**config.mk**
```make
export PLATFORM = sky130hd
export DESIGN_NAME = ov7670_pixel_capture
export DESIGN_NICKNAME = d
export VERILOG_FILES = /design/src/rtl/ov7670_pkg.sv /design/src/rtl/cam_input_sync.sv /design/src/rtl/ov7670_pixel_capture.sv
export SDC_FILE = /design/constraint.sdc
export NUM_CORES = 1
export LEC_CHECK = 0
export CORE_ASPECT_RATIO = 1.1
export CORE_MARGIN = 2
export CORE_UTILIZATION = 35
export DETAILED_ROUTE_END_ITERATION = 6
export SETUP_SLACK_MARGIN = 0.1
export SLEW_MARGIN = 25
export SYNTH_ARGS = -nofsm -noshare
export SYNTH_HDL_FRONTEND = slang
export SYNTH_SLANG_ARGS = --single-unit
```
**constraint.sdc**
```tcl
create_clock -name i_clk -period 2.6 [get_ports i_clk]
set_input_delay 0.26 -clock i_clk [delete_from_list [all_inputs] [get_ports i_clk]]
set_output_delay 0.26 -clock i_clk [all_outputs]
set_load 0.02 [all_outputs]
```
**src/rtl/ov7670_pkg.sv**
```systemverilog
// ov7670_pkg: shared FSM encoding, RGB565-to-RGB444 field positions and address width
package ov7670_pkg;
  localparam int ADDR_W = 10;
  typedef enum logic [1:0] {ST_IDLE, ST_VSYNC, ST_ACTIVE} state_t;
  localparam int R_MSB = 7;
  localparam int R_LSB = 4;
  localparam int G_HI_MSB = 2;
  localparam int G_LO_BIT = 7;
  localparam int B_MSB = 4;
  localparam int B_LSB = 1;
  function automatic logic [11:0] rgb565_to_444(input logic [7:0] hi, input logic [7:0] lo);
    return {hi[R_MSB:R_LSB], hi[G_HI_MSB:0], lo[G_LO_BIT], lo[B_MSB:B_LSB]};
  endfunction
endpackage

```
**src/rtl/cam_input_sync.sv**
```systemverilog
// cam_input_sync: multi-flop synchroniser for the DVP bus with pclk/vsync/href edge detection
module cam_input_sync #(
  parameter int SYNC_STAGES = 2
) (
  input  logic       clk,
  input  logic       rst,
  input  logic       pclk,
  input  logic       vsync,
  input  logic       href,
  input  logic [7:0] data,
  output logic       pclk_rise,
  output logic       vsync_rise,
  output logic       vsync_fall,
  output logic       href_s,
  output logic       href_fall,
  output logic [7:0] data_s
);
  logic [SYNC_STAGES-1:0][10:0] stg;
  logic pclk_s, vsync_s, pclk_q, vsync_q, href_q;
  always_ff @(posedge clk) begin
    stg <= rst ? '0 : {stg[SYNC_STAGES-2:0], {pclk, vsync, href, data}};
    {pclk_q, vsync_q, href_q} <= rst ? 3'b000 : stg[SYNC_STAGES-1][10:8];
  end
  assign {pclk_s, vsync_s, href_s, data_s} = stg[SYNC_STAGES-1];
  assign pclk_rise = pclk_s & ~pclk_q;
  assign vsync_rise = vsync_s & ~vsync_q;
  assign vsync_fall = ~vsync_s & vsync_q;
  assign href_fall = ~href_s & href_q;
endmodule

```
**src/rtl/ov7670_pixel_capture.sv**
```systemverilog
// ov7670_pixel_capture: DVP byte-pair assembly into RGB444 pixels with frame-relative write addresses
module ov7670_pixel_capture
  import ov7670_pkg::*;
#(
  parameter int H_ACTIVE = 640,
  parameter int V_ACTIVE = 480,
  parameter int SYNC_STAGES = 2
) (
  input  logic              i_clk,
  input  logic              i_rst,
  input  logic              i_cam_pclk,
  input  logic              i_cam_vsync,
  input  logic              i_cam_href,
  input  logic [7:0]        i_cam_data,
  input  logic              i_capture_en,
  output logic [ADDR_W-1:0] o_h_addr,
  output logic [ADDR_W-1:0] o_v_addr,
  output logic              o_valid,
  output logic [11:0]       o_pixel_data,
  output logic              o_frame_done,
  output logic              o_line_err
);
  localparam logic [ADDR_W-1:0] H_MAX = ADDR_W'(H_ACTIVE);
  localparam logic [ADDR_W-1:0] V_MAX = ADDR_W'(V_ACTIVE);
  localparam logic [ADDR_W-1:0] CNT_SAT = '1;
  logic pclk_rise, vsync_rise, vsync_fall, href_s, href_fall;
  logic [7:0] data_s, b0;
  state_t state, state_nx;
  logic cap_on, phase, emitted;
  logic [ADDR_W-1:0] h_cnt, v_cnt;
  logic active, frame_start, frame_end, take, emit, line_end;
  cam_input_sync #(.SYNC_STAGES(SYNC_STAGES)) u_sync (
    .clk(i_clk),
    .rst(i_rst),
    .pclk(i_cam_pclk),
    .vsync(i_cam_vsync),
    .href(i_cam_href),
    .data(i_cam_data),
    .pclk_rise(pclk_rise),
    .vsync_rise(vsync_rise),
    .vsync_fall(vsync_fall),
    .href_s(href_s),
    .href_fall(href_fall),
    .data_s(data_s)
  );
  always_ff @(posedge i_clk) state <= i_rst ? ST_IDLE : state_nx;
  always_comb begin
    active = state == ST_ACTIVE;
    frame_start = state == ST_VSYNC && vsync_fall;
    frame_end = active && vsync_rise;
    take = active && pclk_rise && href_s;
    emit = take && phase && cap_on && h_cnt < H_MAX && v_cnt < V_MAX;
    line_end = active && href_fall;
    state_nx = (state == ST_IDLE && vsync_rise) || frame_end ? ST_VSYNC : frame_start ? ST_ACTIVE : state;
  end
  always_ff @(posedge i_clk) begin
    if (i_rst) begin
      {cap_on, phase, emitted, o_valid, o_frame_done, o_line_err} <= '0;
      b0 <= '0;
      h_cnt <= '0;
      v_cnt <= '0;
      o_h_addr <= '0;
      o_v_addr <= '0;
      o_pixel_data <= '0;
    end else begin
      o_valid <= emit;
      o_frame_done <= frame_end && cap_on && (emitted || emit);
      o_line_err <= line_end && (phase || h_cnt > H_MAX);
      if (emit) begin
        o_h_addr <= h_cnt;
        o_v_addr <= v_cnt;
        o_pixel_data <= rgb565_to_444(b0, data_s);
        emitted <= 1'b1;
      end
      if (take) begin
        if (!phase) b0 <= data_s;
        phase <= ~phase;
        if (phase && h_cnt != CNT_SAT) h_cnt <= h_cnt + ADDR_W'(1);
      end
      if (line_end) begin
        h_cnt <= '0;
        phase <= 1'b0;
        if (v_cnt != CNT_SAT) v_cnt <= v_cnt + ADDR_W'(1);
      end
      if (frame_start) begin
        cap_on <= i_capture_en;
        emitted <= 1'b0;
        h_cnt <= '0;
        v_cnt <= '0;
        phase <= 1'b0;
      end
    end
  end
endmodule

```
==> flow_summary_export.csv <==
group,metric,value,unit
synthesis,synth_compound_area_share,16.3,%
clock_tree,path_clk_slew,0.10,ns
route,routed.top_layer,"met4",
route,ant_nets,0,
clock_tree,cts_tree,"yes",
clock_tree,cts.sinks,92,
setup_path,arrival,2.22,ns
synthesis,synthSimpleGateAreaFrac,23.2,%
sta,finClkSkew,0.0118,ns
pwr,power-per-cell-area,558,mW/mm2
sta,finalMaxSlewViolations,0,
setup_path,cp-endpoint,"h_cnt[5]$_SDFFE_PP0P_",
clock_tree,post_cts_resized,0,
floorplan,dieArea,0.0110,mm2
setup_path,reg2reg_slack,0.66,ns
clock_tree,h-tree-depth,3,
sta,worstMarginPinSlew,0.628,ns
sta,period_share,74.7,%
place,gp_congestion,0.780,
worst_hold_path,holdCritPathClass,"input pin to flop",
pwr,cellLeakagePower,1.41,nW
synthesis,yosys-top-cells-area,"dfxtp_1 (52%), a21oi_1 (6.5%), nand3_1 (5.5%), o21ai_0 (5.3%), nor2b_1 (4.2%)",
cells_and_area,area_delta_synth_final,21.0,%
place,dp_cells,538,
pwr,irDropWorstVdd,0.314,mV
cells_and_area,fill_cells,995,
setup_path,r2r-start,"state[1]$_SDFFE_PP0P_",
grt,grt_max_degree,34,
floorplan,die_y,110,um
cells_and_area,nNetsFinal,446,
sta,setup_viol,0,
route,routed_wl,7.84,mm
synthesis,syn_avg_cell_area,9.16,um2
route,wl_met3,353,um
synthesis,synth_top_family_by_area,"simple AND/OR/NAND/NOR gates",
grt,first_global_vias,2716,
synthesis,synth_most_common_cell,"dfxtp_1",
synthesis,synth_top_area_cell,"dfxtp_1",
cells_and_area,drive_above_1_share,7.60,%
grt,grt_overflow,0,
synthesis,synth_ff_type,"dfxtp_1",
route,num_vias,2941,
synthesis,synth_cell_type_count,48,
sta,worst_slack,0.658,ns
sta,hold_viol,0,
sta,timing.fmax,515,MHz
setup_path,max_stage_delay,0.63,ns
grt,grt_pass1_wl,13.1,mm
floorplan,rows,38,
synthesis,synthXorXnorAreaFrac,0.983,%
sta,finalSetupTns,0,ns
job,max_cap_violations,0,
synthesis,muxShareOfSynthArea,2.25,%
synthesis,syn_inst,389,
grt,grt_usage,14.9,%
floorplan,io_pins,49,
sta,grt_setup_unrepaired,"false",
clock_tree,cts-root-buf,"clkbuf_8",
route,dr.pass1.iters,6,
setup_path,path_max_fanout,18,
floorplan,core_area,0.00989,mm2
setup_path,timing.rr.end,"h_cnt[5]$_SDFFE_PP0P_",
clock_tree,postCtsSetupRepairBufs,0,
clock_tree,cts_hold_buffers,0,
synthesis,ys_seq_area_share,51.7,%
sta,finalCriticalPeriod,1.94,ns
place,dp_hpwl,5.23,mm
place,port_buffers,48,
grt,antenna_found_initial,0,
synthesis,synth_edf_count,0,
synthesis,synth_fp_nets,406,
route,vias_per_cell,5.31,
route,drt_iter0_drc,191,
setup_path,start_kind,"flop",
cells_and_area,instances_no_fill,554,
synthesis,synth_commonest_cells,"dfxtp_1 (92), a21oi_1 (46), nand3_1 (39), o21ai_0 (38), nor2b_1 (24)",
cells_and_area,n_antenna_cell,0,
floorplan,die_w,100,um
clock_tree,clock_path_buffers,2,
setup_path,endpoint_kind,"flop",
synthesis,synth_top_area_share,51.7,%
place,dpl-instance-area,0.00413,mm2
route,met1Wirelength,3.75,mm
clock_tree,clock_latency,0.36,ns
synthesis,synth-adder-area-share,1.05,%
synthesis,yosysWarnings,0,
outcome,status,"completed",
setup_path,startpoint,"state[1]$_SDFFE_PP0P_",
clock_tree,cts_made_buffers,9,
route,drt_drc_violations_left,0,
cells_and_area,finalInstanceArea,0.00431,mm2
setup_path,cp_data_required_time,2.88,ns
synthesis,ys_ff_latch,92,
synthesis,synth_async_sr_flop_share,0,%
setup_path,path_cells,"and3b_1 > nand2_1 > or4_1 > a21oi_1",
synthesis,netlist_area,0.00356,mm2
sta,relSlewSlack,57.5,%
route,wl_met2,3.65,mm
place,post-place-ws,0.684,ns
floorplan,start_util,36.0,%
setup_path,path_class,"flop to flop",
route,routedWlPerCell,14.1,um
setup_path,rr_worst_depth,4,
setup_path,slowest_stage,"or4_1",
[cell families (layout without fill, tap and decap cells)]
family,after synthesis,count (layout)
AO/OA/AOI/OAI,103,103
XOR/XNOR,4,4
adder cells (fa/ha/maj),3,3
buffers and inverters,37,82
flip-flops,92,92
multiplexers,8,8
AND/OR/NAND/NOR,142,142
[routing by layer]
layer	global-route usage, %	up-vias
li1	-	1475
met1	19.4	1394
met2	24.2	64
met3	4.07	8
met4	4.31	0
met5	0	-
[cell type report]
cell class,count,area [um2],share of cell area [%]
Timing Repair Buffer,56,536,12.4
Inverter,10,37.5,0.870
Tap cell,120,150,3.48
Multi-Input combinational cell,260,1560,36.2
Sequential cell,92,1840,42.7
Clock inverter,7,63.8,1.48
Clock buffer,9,124,2.87
[power by group]
part / switching [W] / internal [W]
logic: 0.0000324 / 0.0000320
clock network: 0.000537 / 0.000371
registers: 0.00000779 / 0.00143
[metrics by stage]
step           utilization, %  total power [W]  hold slack [ns]
6_report                 43.6          0.00241            0.308
5_1_grt                  43.6          0.00252            0.302
4_1_cts                  43.6          0.00245            0.299
3_5_place_dp             41.7          0.00153            0.422
3_3_place_gp             41.7          0.00153            0.417
2_1_floorplan               -          0.00150            0.388
[layout by cell type (no fill, tap or decap), types with 2 or more instances in the layout]
cell type / instances
dfxtp_1: 92
clkdlybuf4s50_1: 47
a21oi_1: 46
nand3_1: 39
o21ai_0: 38
nor2b_1: 24
nor2_1: 18
nand2_1: 14
nand4_1: 12
inv_1: 10
clkbuf_8: 9
mux2i_1: 8
nor3_1: 8
buf_4: 8
or4_1: 6
o31ai_1: 4
xnor2_1: 3
a211oi_1: 3
ha_1: 3
inv_6: 3
and3b_1: 2
and2_1: 2
and4_4: 2
o211ai_1: 2
a2111oi_0: 2
o211a_1: 2
nor4b_1: 2
inv_8: 2
clkinvlp_4: 2
[state kept, by name, indices dropped and copies added, names as in the netlist, 2 cells and up]
register and cells:
state 2, h_cnt 10, o_v_addr 10, o_h_addr 10, v_cnt 10, u_sync.data_s 8, u_sync.stg 12, o_pixel_data 12
b0 7
[worst max-delay path: cells and delay by family (launching register included)]
| kind | cells | cell delay [ns] |
|---|---|---|
| DFF | 1 | 0.49 |
| and+or+nand+nor | 3 | 1.23 |
| AOI/OAI and AO/OA | 1 | 0.16 |
[how the worst min path moves through the flow]
| stage | from | to | slack, ns | cells after the start |
|---|---|---|---|---|
| floorplan | i_cam_data[0] | u_sync.stg[0]$_SDFF_PP0_ | 0.39 | 1 |
| global placement | u_sync.stg[6]$_SDFF_PP0_ | u_sync.data_s[6]$_SDFF_PP0_ | 0.42 | 1 |
| detailed placement | u_sync.stg[4]$_SDFF_PP0_ | u_sync.data_s[4]$_SDFF_PP0_ | 0.42 | 1 |
| CTS | i_rst | u_sync.stg[7]$_SDFF_PP0_ | 0.30 | 2 |
| global route | i_rst | u_sync.stg[7]$_SDFF_PP0_ | 0.30 | 2 |
| finish | i_rst | b0[0]$_SDFFE_PP0P_ | 0.31 | 2 |
No activity file was read; power rests on OpenSTA's default activity.
